### src/rtl/spi_byte_master.sv
// spi_byte_master
//   SPI mode-0 (CPOL=0, CPHA=0) master, MSB first, one byte per chip-select
//   frame. The host hands over a byte on a valid/ready handshake; the block
//   shifts it out on mosi while capturing the slave's reply from miso, then
//   presents the reply on rx_data with a one-cycle rx_valid pulse.
//
//   Frame timeline for a byte accepted in cycle T (D = CLK_DIV):
//     T+1            cs_n low, mosi = bit 7          (SETUP)
//     T+1+D*(2k+1)   sclk rises, miso sampled        (SHIFT)
//     T+1+D*(2k+2)   sclk falls, mosi advances
//     T+1+16*D       8th fall: rx_valid pulse        (HOLD)
//     T+1+17*D       cs_n high                       (GAP)
//     +IDLE_GAP*D    back to IDLE, tx_ready high
//
// Parameters:
//   CLK_DIV   clk cycles per sclk half-period (1..255)
//   IDLE_GAP  CLK_DIV periods cs_n stays high between frames (>=1)
//
// Ports:
//   clk       system clock, rising edge
//   rst_n     synchronous active-low reset
//   tx_valid  host byte valid
//   tx_data   byte to transmit
//   tx_ready  block can accept a byte
//   rx_valid  one-cycle pulse, rx_data holds the received byte
//   rx_data   byte captured from miso
//   busy      high whenever the block is not idle
//   sclk      SPI clock, idles low
//   mosi      serial data out
//   miso      serial data in
//   cs_n      chip select, active-low
//
// Optional feature (macro SPI_BYTE_MASTER_BURST_EN):
//   When defined, a byte offered on the 8th-falling-edge cycle is accepted
//   immediately and shifted within the same cs_n frame, skipping HOLD/GAP.
//   When undefined, every byte gets its own cs_n frame.

`timescale 1ns/1ps

module spi_byte_master #(
  parameter int CLK_DIV  = 4,
  parameter int IDLE_GAP = 1
) (
  input  logic       clk,
  input  logic       rst_n,
  input  logic       tx_valid,
  input  logic [7:0] tx_data,
  output logic       tx_ready,
  output logic       rx_valid,
  output logic [7:0] rx_data,
  output logic       busy,
  output logic       sclk,
  output logic       mosi,
  input  logic       miso,
  output logic       cs_n
);

  typedef enum logic [2:0] {
    IDLE,
    SETUP,
    SHIFT,
    HOLD,
    GAP
  } state_t;

  localparam logic [7:0]  HALF_MAX = 8'(CLK_DIV - 1);
  localparam logic [15:0] GAP_MAX  = 16'(IDLE_GAP - 1);

  state_t      state, state_next;
  logic [7:0]  half_cnt, half_cnt_next;
  logic [15:0] gap_cnt, gap_cnt_next;
  logic [2:0]  bit_cnt, bit_cnt_next;
  logic [7:0]  tx_shift, tx_shift_next;
  logic [7:0]  rx_shift, rx_shift_next;
  logic [7:0]  rx_data_next;
  logic        rx_valid_next;
  logic        sclk_next;
  logic        cs_n_next;
  logic        half_done;
  logic        burst_window;
  logic        burst_take;

  assign half_done = (half_cnt == 8'd0);

  // The burst window is the single cycle right after the 8th falling edge,
  // recognisable as HOLD with the rx_valid pulse still high.
`ifdef SPI_BYTE_MASTER_BURST_EN
  assign burst_window = (state == HOLD) && rx_valid;
`else
  assign burst_window = 1'b0;
`endif

  assign burst_take = burst_window && tx_valid;
  assign tx_ready   = (state == IDLE) || burst_window;
  assign busy       = (state != IDLE);

  // mosi is the MSB of the transmit shifter. During a burst hand-over the new
  // byte's MSB must already be on the wire in the accepting cycle, before it
  // has been latched, so it is taken straight from tx_data there.
  assign mosi = burst_take ? tx_data[7] : tx_shift[7];

  // Next-state and datapath logic. The half-period counter reloads by default
  // whenever it expires, since every expiry is either an sclk toggle or a
  // state change; explicit reloads cover the transitions not tied to expiry.
  always_comb begin
    state_next    = state;
    half_cnt_next = half_done ? HALF_MAX : half_cnt - 8'd1;
    gap_cnt_next  = gap_cnt;
    bit_cnt_next  = bit_cnt;
    tx_shift_next = tx_shift;
    rx_shift_next = rx_shift;
    rx_data_next  = rx_data;
    rx_valid_next = 1'b0;
    sclk_next     = sclk;
    cs_n_next     = cs_n;

    unique case (state)
      IDLE: begin
        if (tx_valid) begin
          tx_shift_next = tx_data;
          bit_cnt_next  = 3'd0;
          cs_n_next     = 1'b0;
          half_cnt_next = HALF_MAX;
          state_next    = SETUP;
        end
      end

      SETUP: begin
        if (half_done) begin
          sclk_next     = 1'b1;
          rx_shift_next = {rx_shift[6:0], miso};
          state_next    = SHIFT;
        end
      end

      SHIFT: begin
        if (half_done) begin
          if (sclk) begin
            sclk_next    = 1'b0;
            bit_cnt_next = bit_cnt + 3'd1;
            if (bit_cnt == 3'd7) begin
              // Last falling edge: mosi keeps bit 0, the reply is complete.
              rx_data_next  = rx_shift;
              rx_valid_next = 1'b1;
              state_next    = HOLD;
            end else begin
              tx_shift_next = {tx_shift[6:0], 1'b0};
            end
          end else begin
            sclk_next     = 1'b1;
            rx_shift_next = {rx_shift[6:0], miso};
          end
        end
      end

      HOLD: begin
        if (burst_take) begin
          // The accepting cycle already counts as the first SETUP cycle, so
          // the counter keeps running instead of reloading; with CLK_DIV=1
          // the first rising edge follows immediately.
          tx_shift_next = tx_data;
          bit_cnt_next  = 3'd0;
          if (half_done) begin
            sclk_next     = 1'b1;
            rx_shift_next = {rx_shift[6:0], miso};
            state_next    = SHIFT;
          end else begin
            state_next = SETUP;
          end
        end else if (half_done) begin
          cs_n_next    = 1'b1;
          gap_cnt_next = GAP_MAX;
          state_next   = GAP;
        end
      end

      GAP: begin
        if (half_done) begin
          if (gap_cnt == 16'd0) begin
            state_next = IDLE;
          end else begin
            gap_cnt_next = gap_cnt - 16'd1;
          end
        end
      end

      default: begin
        state_next = IDLE;
      end
    endcase
  end

  // State and datapath registers; reset aborts any frame immediately.
  always_ff @(posedge clk) begin
    if (!rst_n) begin
      state    <= IDLE;
      half_cnt <= HALF_MAX;
      gap_cnt  <= 16'd0;
      bit_cnt  <= 3'd0;
      tx_shift <= 8'h00;
      rx_shift <= 8'h00;
      rx_data  <= 8'h00;
      rx_valid <= 1'b0;
      sclk     <= 1'b0;
      cs_n     <= 1'b1;
    end else begin
      state    <= state_next;
      half_cnt <= half_cnt_next;
      gap_cnt  <= gap_cnt_next;
      bit_cnt  <= bit_cnt_next;
      tx_shift <= tx_shift_next;
      rx_shift <= rx_shift_next;
      rx_data  <= rx_data_next;
      rx_valid <= rx_valid_next;
      sclk     <= sclk_next;
      cs_n     <= cs_n_next;
    end
  end

endmodule

### config.mk
export PLATFORM = sky130hd
export DESIGN_NAME = spi_byte_master
export DESIGN_NICKNAME = d
export VERILOG_FILES = /design/src/rtl/spi_byte_master.sv
export SDC_FILE = /design/constraint.sdc
export NUM_CORES = 1
export LEC_CHECK = 0
export ABC_CLOCK_PERIOD_IN_PS = 6790
export CAP_MARGIN = 15
export CORE_MARGIN = 4
export CORE_UTILIZATION = 60
export CTS_BUF_LIST = sky130_fd_sc_hd__clkbuf_2
export DETAILED_ROUTE_END_ITERATION = 16
export GPL_TIMING_DRIVEN = 0
export PLACE_DENSITY = 0.84
export SYNTH_ARGS = -nofsm -noshare
export SYNTH_HDL_FRONTEND = slang
export SYNTH_SLANG_ARGS = --single-unit
### constraint.sdc
create_clock -name clk -period 6.79 [get_ports clk]
set_input_delay 1.358 -clock clk [delete_from_list [all_inputs] [get_ports clk]]
set_output_delay 1.358 -clock clk [all_outputs]
set_load 0.05 [all_outputs]
Word level (Yosys, flattened, before mapping)
Index checks and enable logic that the tools add are counted.
{"block": "classes", "addsub": 3, "mul": 0, "div_mod_pow": 0, "order_cmp": 0, "eq_ne": 16, "shifts": 0, "mux": 36, "n_bitwise": 0, "reduce_logical": 17}
{"operator": "8-bit 2-to-1 mux", "n": 10}
{"operator": "16-bit 2-to-1 mux", "n": 3}
{"operator": "3-bit 2-to-1 mux", "n": 11}
{"operator": "16-bit case mux with 2 select lines", "n": 1}
{"operator": "8-bit case mux with 2 select lines", "n": 2}
{"operator": "2-bit inequality test, second input constant", "n": 11}
{"operator": "4-bit AND reduction", "n": 5}
{"operator": "16-bit zero test", "n": 1}
{"operator": "16-bit by 1-bit subtractor with 16-bit output, second input constant", "n": 1}
{"operator": "3-bit case mux with 5 select lines", "n": 1}
{"operator": "8-bit zero test", "n": 1}
{"operator": "8-bit AND reduction", "n": 1}
{"operator": "2-bit nonzero test", "n": 4}
{"operator": "8-bit by 1-bit subtractor with 8-bit output, second input constant", "n": 1}
{"operator": "3-bit by 2-bit equality test with 1-bit output, second input constant", "n": 2}
{"operator": "3-bit equality test, second input constant", "n": 2}
{"operator": "3-bit case mux with 2 select lines", "n": 1}
{"operator": "3-bit AND reduction", "n": 2}
{"operator": "1-bit 2-to-1 mux", "n": 5}
{"operator": "5-bit AND reduction", "n": 1}
{"operator": "1-bit case mux with 2 select lines", "n": 2}
{"operator": "3-bit by 1-bit adder with 3-bit output, second input constant", "n": 1}
{"operator": "3-bit by 1-bit equality test with 1-bit output, second input constant", "n": 1}
{"operator": "3-bit zero test", "n": 1}
{"operator": "3-bit nonzero test", "n": 1}
{"block": "totals", "regBits": 57, "latch_bits": 0, "mem_bits_rw": 0, "rom_bits": 0, "in_bits": 12, "out_inout_bits": 14, "word_cells": 82, "n_memories": 0}

Logic depth before layout (Yosys ltp)
{"block": "depth", "ltp_word": 5, "mapped_depth": 9, "mapped_depth_nobuf": 8}

Worst setup path before layout
OpenSTA, ideal clock, no wires.
{"block": "synth_timing", "path_type": "reg2out", "startpoint": "register state[2]", "endpoint": "output busy", "arrival_ns": 2.173, "required_ns": 5.432, "slack_ns": 3.259, "path_stages_with_launch": 4, "n_path_buf": 1, "path_cell_list": "dfxtp_1 -> buf_2 -> nor3_1 -> inv_1"}
{"block": "synth_via", "elab_chain_cells": 1}
{"item": "start, declared", "line_no": "69", "rtl": "state_t state, state_next;"}
{"item": "start signal, assigned", "line_no": "207", "rtl": "state <= state_next;"}
{"item": "3-bit nonzero test", "line_no": "95", "rtl": "assign busy = (state != IDLE);"}
{"item": "end, declared", "line_no": "51", "rtl": "output logic busy,"}
Every way passes these cells.

Worst setup path after layout
{"block": "layout_timing", "startpoint": "register state[0]", "endpoint": "output tx_ready"}
{"block": "layout_via", "elab_chain_cells": 1}
{"item": "3-bit zero test", "line_no": "94", "rtl": "assign tx_ready = (state == IDLE) || burst_window;"}
{"item": "end, declared", "line_no": "48", "rtl": "output logic tx_ready,"}
Every way passes these cells.

==> impl_metrics.csv <==
group,metric,value,unit
run_status,status,"finished, final reports clean",
timing,min_period,3540,ps
final_layout,fill_cells,318,
timing,fin_skew,19.5,ps
setup_path,crit_path_end_kind,"primary output",
routing,wl_per_cell,13.5,µm
global_route,grt_max_degree,11,
final_layout,areaGrowthSynthToFinish,15.3,%
placed_design,port_buffers,25,
synthesis,ys_ff_latch,57,
global_route,overflow,0,
final_layout,final_cell_area,0.00296,mm²
global_route,grt_util_met1,25.8,%
power,p_per_area,195,mW/mm²
final_layout,instances_no_fill,389,
placed_design,dp_slack,3070,ps
timing,timing.setup.tns,0,ps
synthesis,syn_avg_cell_area,8.60,µm²
power,internal-power,415,µW
setup_path,crit_slowest_cell,"clkdlybuf4s50_1",
timing,finalCritPeriodShare,52.1,%
cts,postCtsSetupBuffers,0,
final_layout,fin_nets,351,
cts,ctsResizeCount,0,
power,clock_power_share,29.9,%
timing,worstMarginPinSlew,782,ps
synthesis,ys_types,49,
timing,worst_slack,3250,ps
floorplanning,die_w,73.4,µm
global_route,globalRoute.busiestLayer,"met2",
synthesis,synth_compound_area_share,13.1,%
synthesis,synth_top_area_cell,"dfxtp_1",
setup_path,worstPathCellList,"buf_2, nor3_1, clkdlybuf4s50_1",
synthesis,yosysTopAreaCellShare,44.5,%
setup_path,crit_required,5430,ps
synthesis,syn_inst,298,
global_route,grt_antenna_before_repair,0,
final_layout,drive_above_1_share,9.44,%
setup_path,slowest_delay,870,ps
synthesis,yosysWarnings,0,
setup_path,worst-path-max-fanout,10,
cts,cts_root_buffer,"clkbuf_2",
global_route,grt_use_total,21.5,%
timing,max-slew-margin-rel,47.6,%
placed_design,gp_congestion,0.838,
floorplanning,core_area,0.00406,mm²
placed_design,dp.cells,373,
floorplanning,pin_count,26,
synthesis,yosysSeqAreaShare,44.5,%
placed_design,dpl_cell_area,0.00288,mm²
synthesis,yosys-top-cells-area,"dfxtp_1, nor2_1, nand2_1, xnor2_1, mux2i_1",
routing,first_pass_iters,4,
synthesis,synth_edf_count,0,
floorplanning,dieHeight,73.4,µm
timing,setup_viol,0,
cts,hold_buffers,0,
power,p_leak,0.00108,µW
worst_hold_path,hold_class,"reg2reg",
power,switching_share,27.8,%
routing,wirelength,5270,µm
floorplanning,die-area,0.00538,mm²
synthesis,synth_xor_area_share,6.15,%
synthesis,synth_top_cells_by_count,"dfxtp_1, nor2_1, nand2_1",
cts,clockBufferDepth,2,
routing,viasPerCell,5.60,
synthesis,netlist_area,0.00256,mm²
global_route,grt_pass1_vias,2015,
synthesis,async_flop_share,0,%
setup_path,worstSetupPathType,"reg2out",
floorplanning,start_util,63.2,%
flow_run,cap_viol_max_count,0,
cts,clk_pin_slew_worst_paths,170,ps
floorplanning,rows,23,
timing,maxSlewViolCount,0,
synthesis,synth.area.mux_share,4.35,%
setup_path,critical_path_arrival,2180,ps
global_route,grt_pass1_wl,8910,µm
synthesis,synthAdderAreaFrac,2.44,%
cts,cts_tree,"built",
power,switching_power,160,µW
global_route,use_met3,5.61,%
placed_design,dp_hpwl,3700,µm
final_layout,diodes,0,
cts,clk-insertion-delay-late,480,ps
synthesis,synth-simple-area-share,26.0,%
setup_path,setup.worst_path.start_class,"flop",
power,pwr-share-seq,60.3,%
cts,cts_inserted_buffers,9,
power,peakVddDrop,0.000155,V
synthesis,ys.flop_type,"dfxtp_1",
synthesis,yosysMostFrequentCell,"dfxtp_1",
routing,ant_nets,0,
global_route,grt_util_met2,34.7,%
routing,drt_iter0_drc,110,
synthesis,synth_top_family_by_area,"simple AND/OR/NAND/NOR gates",
timing,finalHoldViolCount,0,
synthesis,synthesis.nets,315,
timing,timing.fmax,283,MHz
routing,drc,0,
cts,cts_max_level,3,
routing,dr_total_vias,2179,
cts,cts_sinks,57,
power,p_comb_share,9.8,%
timing,rsz0062_at_grt,"no",
[final cells by class]
type / count / area, µm² / area share (%)
tap: 50 / 62.6 / 2.12
inverter: 9 / 33.8 / 1.14
multi-input combinational: 219 / 1330 / 45.1
buffer: 13 / 53.8 / 1.82
clock inverter: 4 / 20.0 / 0.677
timing repair buffer: 25 / 250 / 8.47
clock buffer: 12 / 60.1 / 2.03
sequential: 57 / 1140 / 38.6
[worst paths after layout]
| check | startpoint | end | slack [ps] | cells past startpoint |
|---|---|---|---|---|
| worst min register to register | half_cnt[0] | half_cnt[0] | 470 | 1 |
| worst min-delay path | half_cnt[0] | half_cnt[0] | 470 | 1 |
| worst max-delay path | state[0] | tx_ready | 3250 | 3 |
| worst max register to register | half_cnt[4] | tx_shift[4] | 4290 | 6 |
[worst max-delay path, delay by kind of cell, from the launching register on]
kind | cells | cell delay (ps)
DFF | 1 | 340
buffers and inverters | 2 | 1040
and+or+nand+nor | 1 | 310
[cell usage in the layout (no fill, tap or decap), types with 2 or more instances in the layout]
| cell | count |
|---|---|
| a211oi_1 | 2 |
| a311oi_1 | 7 |
| or3b_2 | 2 |
| nor2_1 | 46 |
| xnor2_1 | 14 |
| and2_1 | 2 |
| mux2i_1 | 10 |
| xor2_1 | 4 |
| o21ai_0 | 5 |
| a2111oi_0 | 2 |
| nor2b_1 | 4 |
| ha_1 | 5 |
| or4_4 | 2 |
| nor4_1 | 2 |
| or3_1 | 6 |
| clkinv_2 | 4 |
| nand2_1 | 40 |
| clkbuf_1 | 9 |
| nand4_1 | 2 |
| nand2b_1 | 3 |
| nor3b_1 | 3 |
| clkbuf_2 | 12 |
| nand3_1 | 8 |
| nor3_1 | 7 |
| inv_1 | 9 |
| dfxtp_1 | 57 |
| a31oi_1 | 2 |
| or4_1 | 3 |
| clkdlybuf4s50_1 | 25 |
| a21boi_0 | 5 |
| buf_2 | 4 |
| a21oi_1 | 13 |
[sequential cells by signal, summed over array words and instances (netlist names)]
signal	count
rx_valid	1
gap_cnt	16
cs_n	1
state	3
rx_data	8
half_cnt	8
tx_shift	8
rx_shift	8
sclk	1
bit_cnt	3
[logic make-up after synthesis]
| kind of cell | Yosys count |
|---|---|
| flip-flops | 57 |
| buffers and inverters | 22 |
| AO/OA/AOI/OAI | 48 |
| adder cells (fa/ha/maj) | 5 |
| AND/OR/NAND/NOR | 137 |
| multiplexers | 11 |
| XOR/XNOR | 18 |
[layer usage]
metal | wire, µm | part of all wire (%)
met5 | 0 | 0
met3 | 261 | 5.0
met1 | 2390 | 45
met4 | 117 | 2.2
met2 | 2500 | 47
[power by group through the flow]
stage	clock [µW]	sequential (µW)	combinational (µW)
after detailed placement	0	354	56.4
after CTS	175	347	56.5
final	172	347	56.6
after floorplan	0	357	34.1
after global routing	189	348	62.7
after global placement	0	354	55.3
[through the flow]
step	hold WS, ps	util [%]	power, µW
2_1_floorplan	396	-	391
3_3_place_gp	415	70.9	409
3_5_place_dp	427	70.9	410
4_1_cts	462	72.8	578
5_1_grt	494	72.8	600
6_report	469	72.8	575
Power figures use the tool's default switching activity.
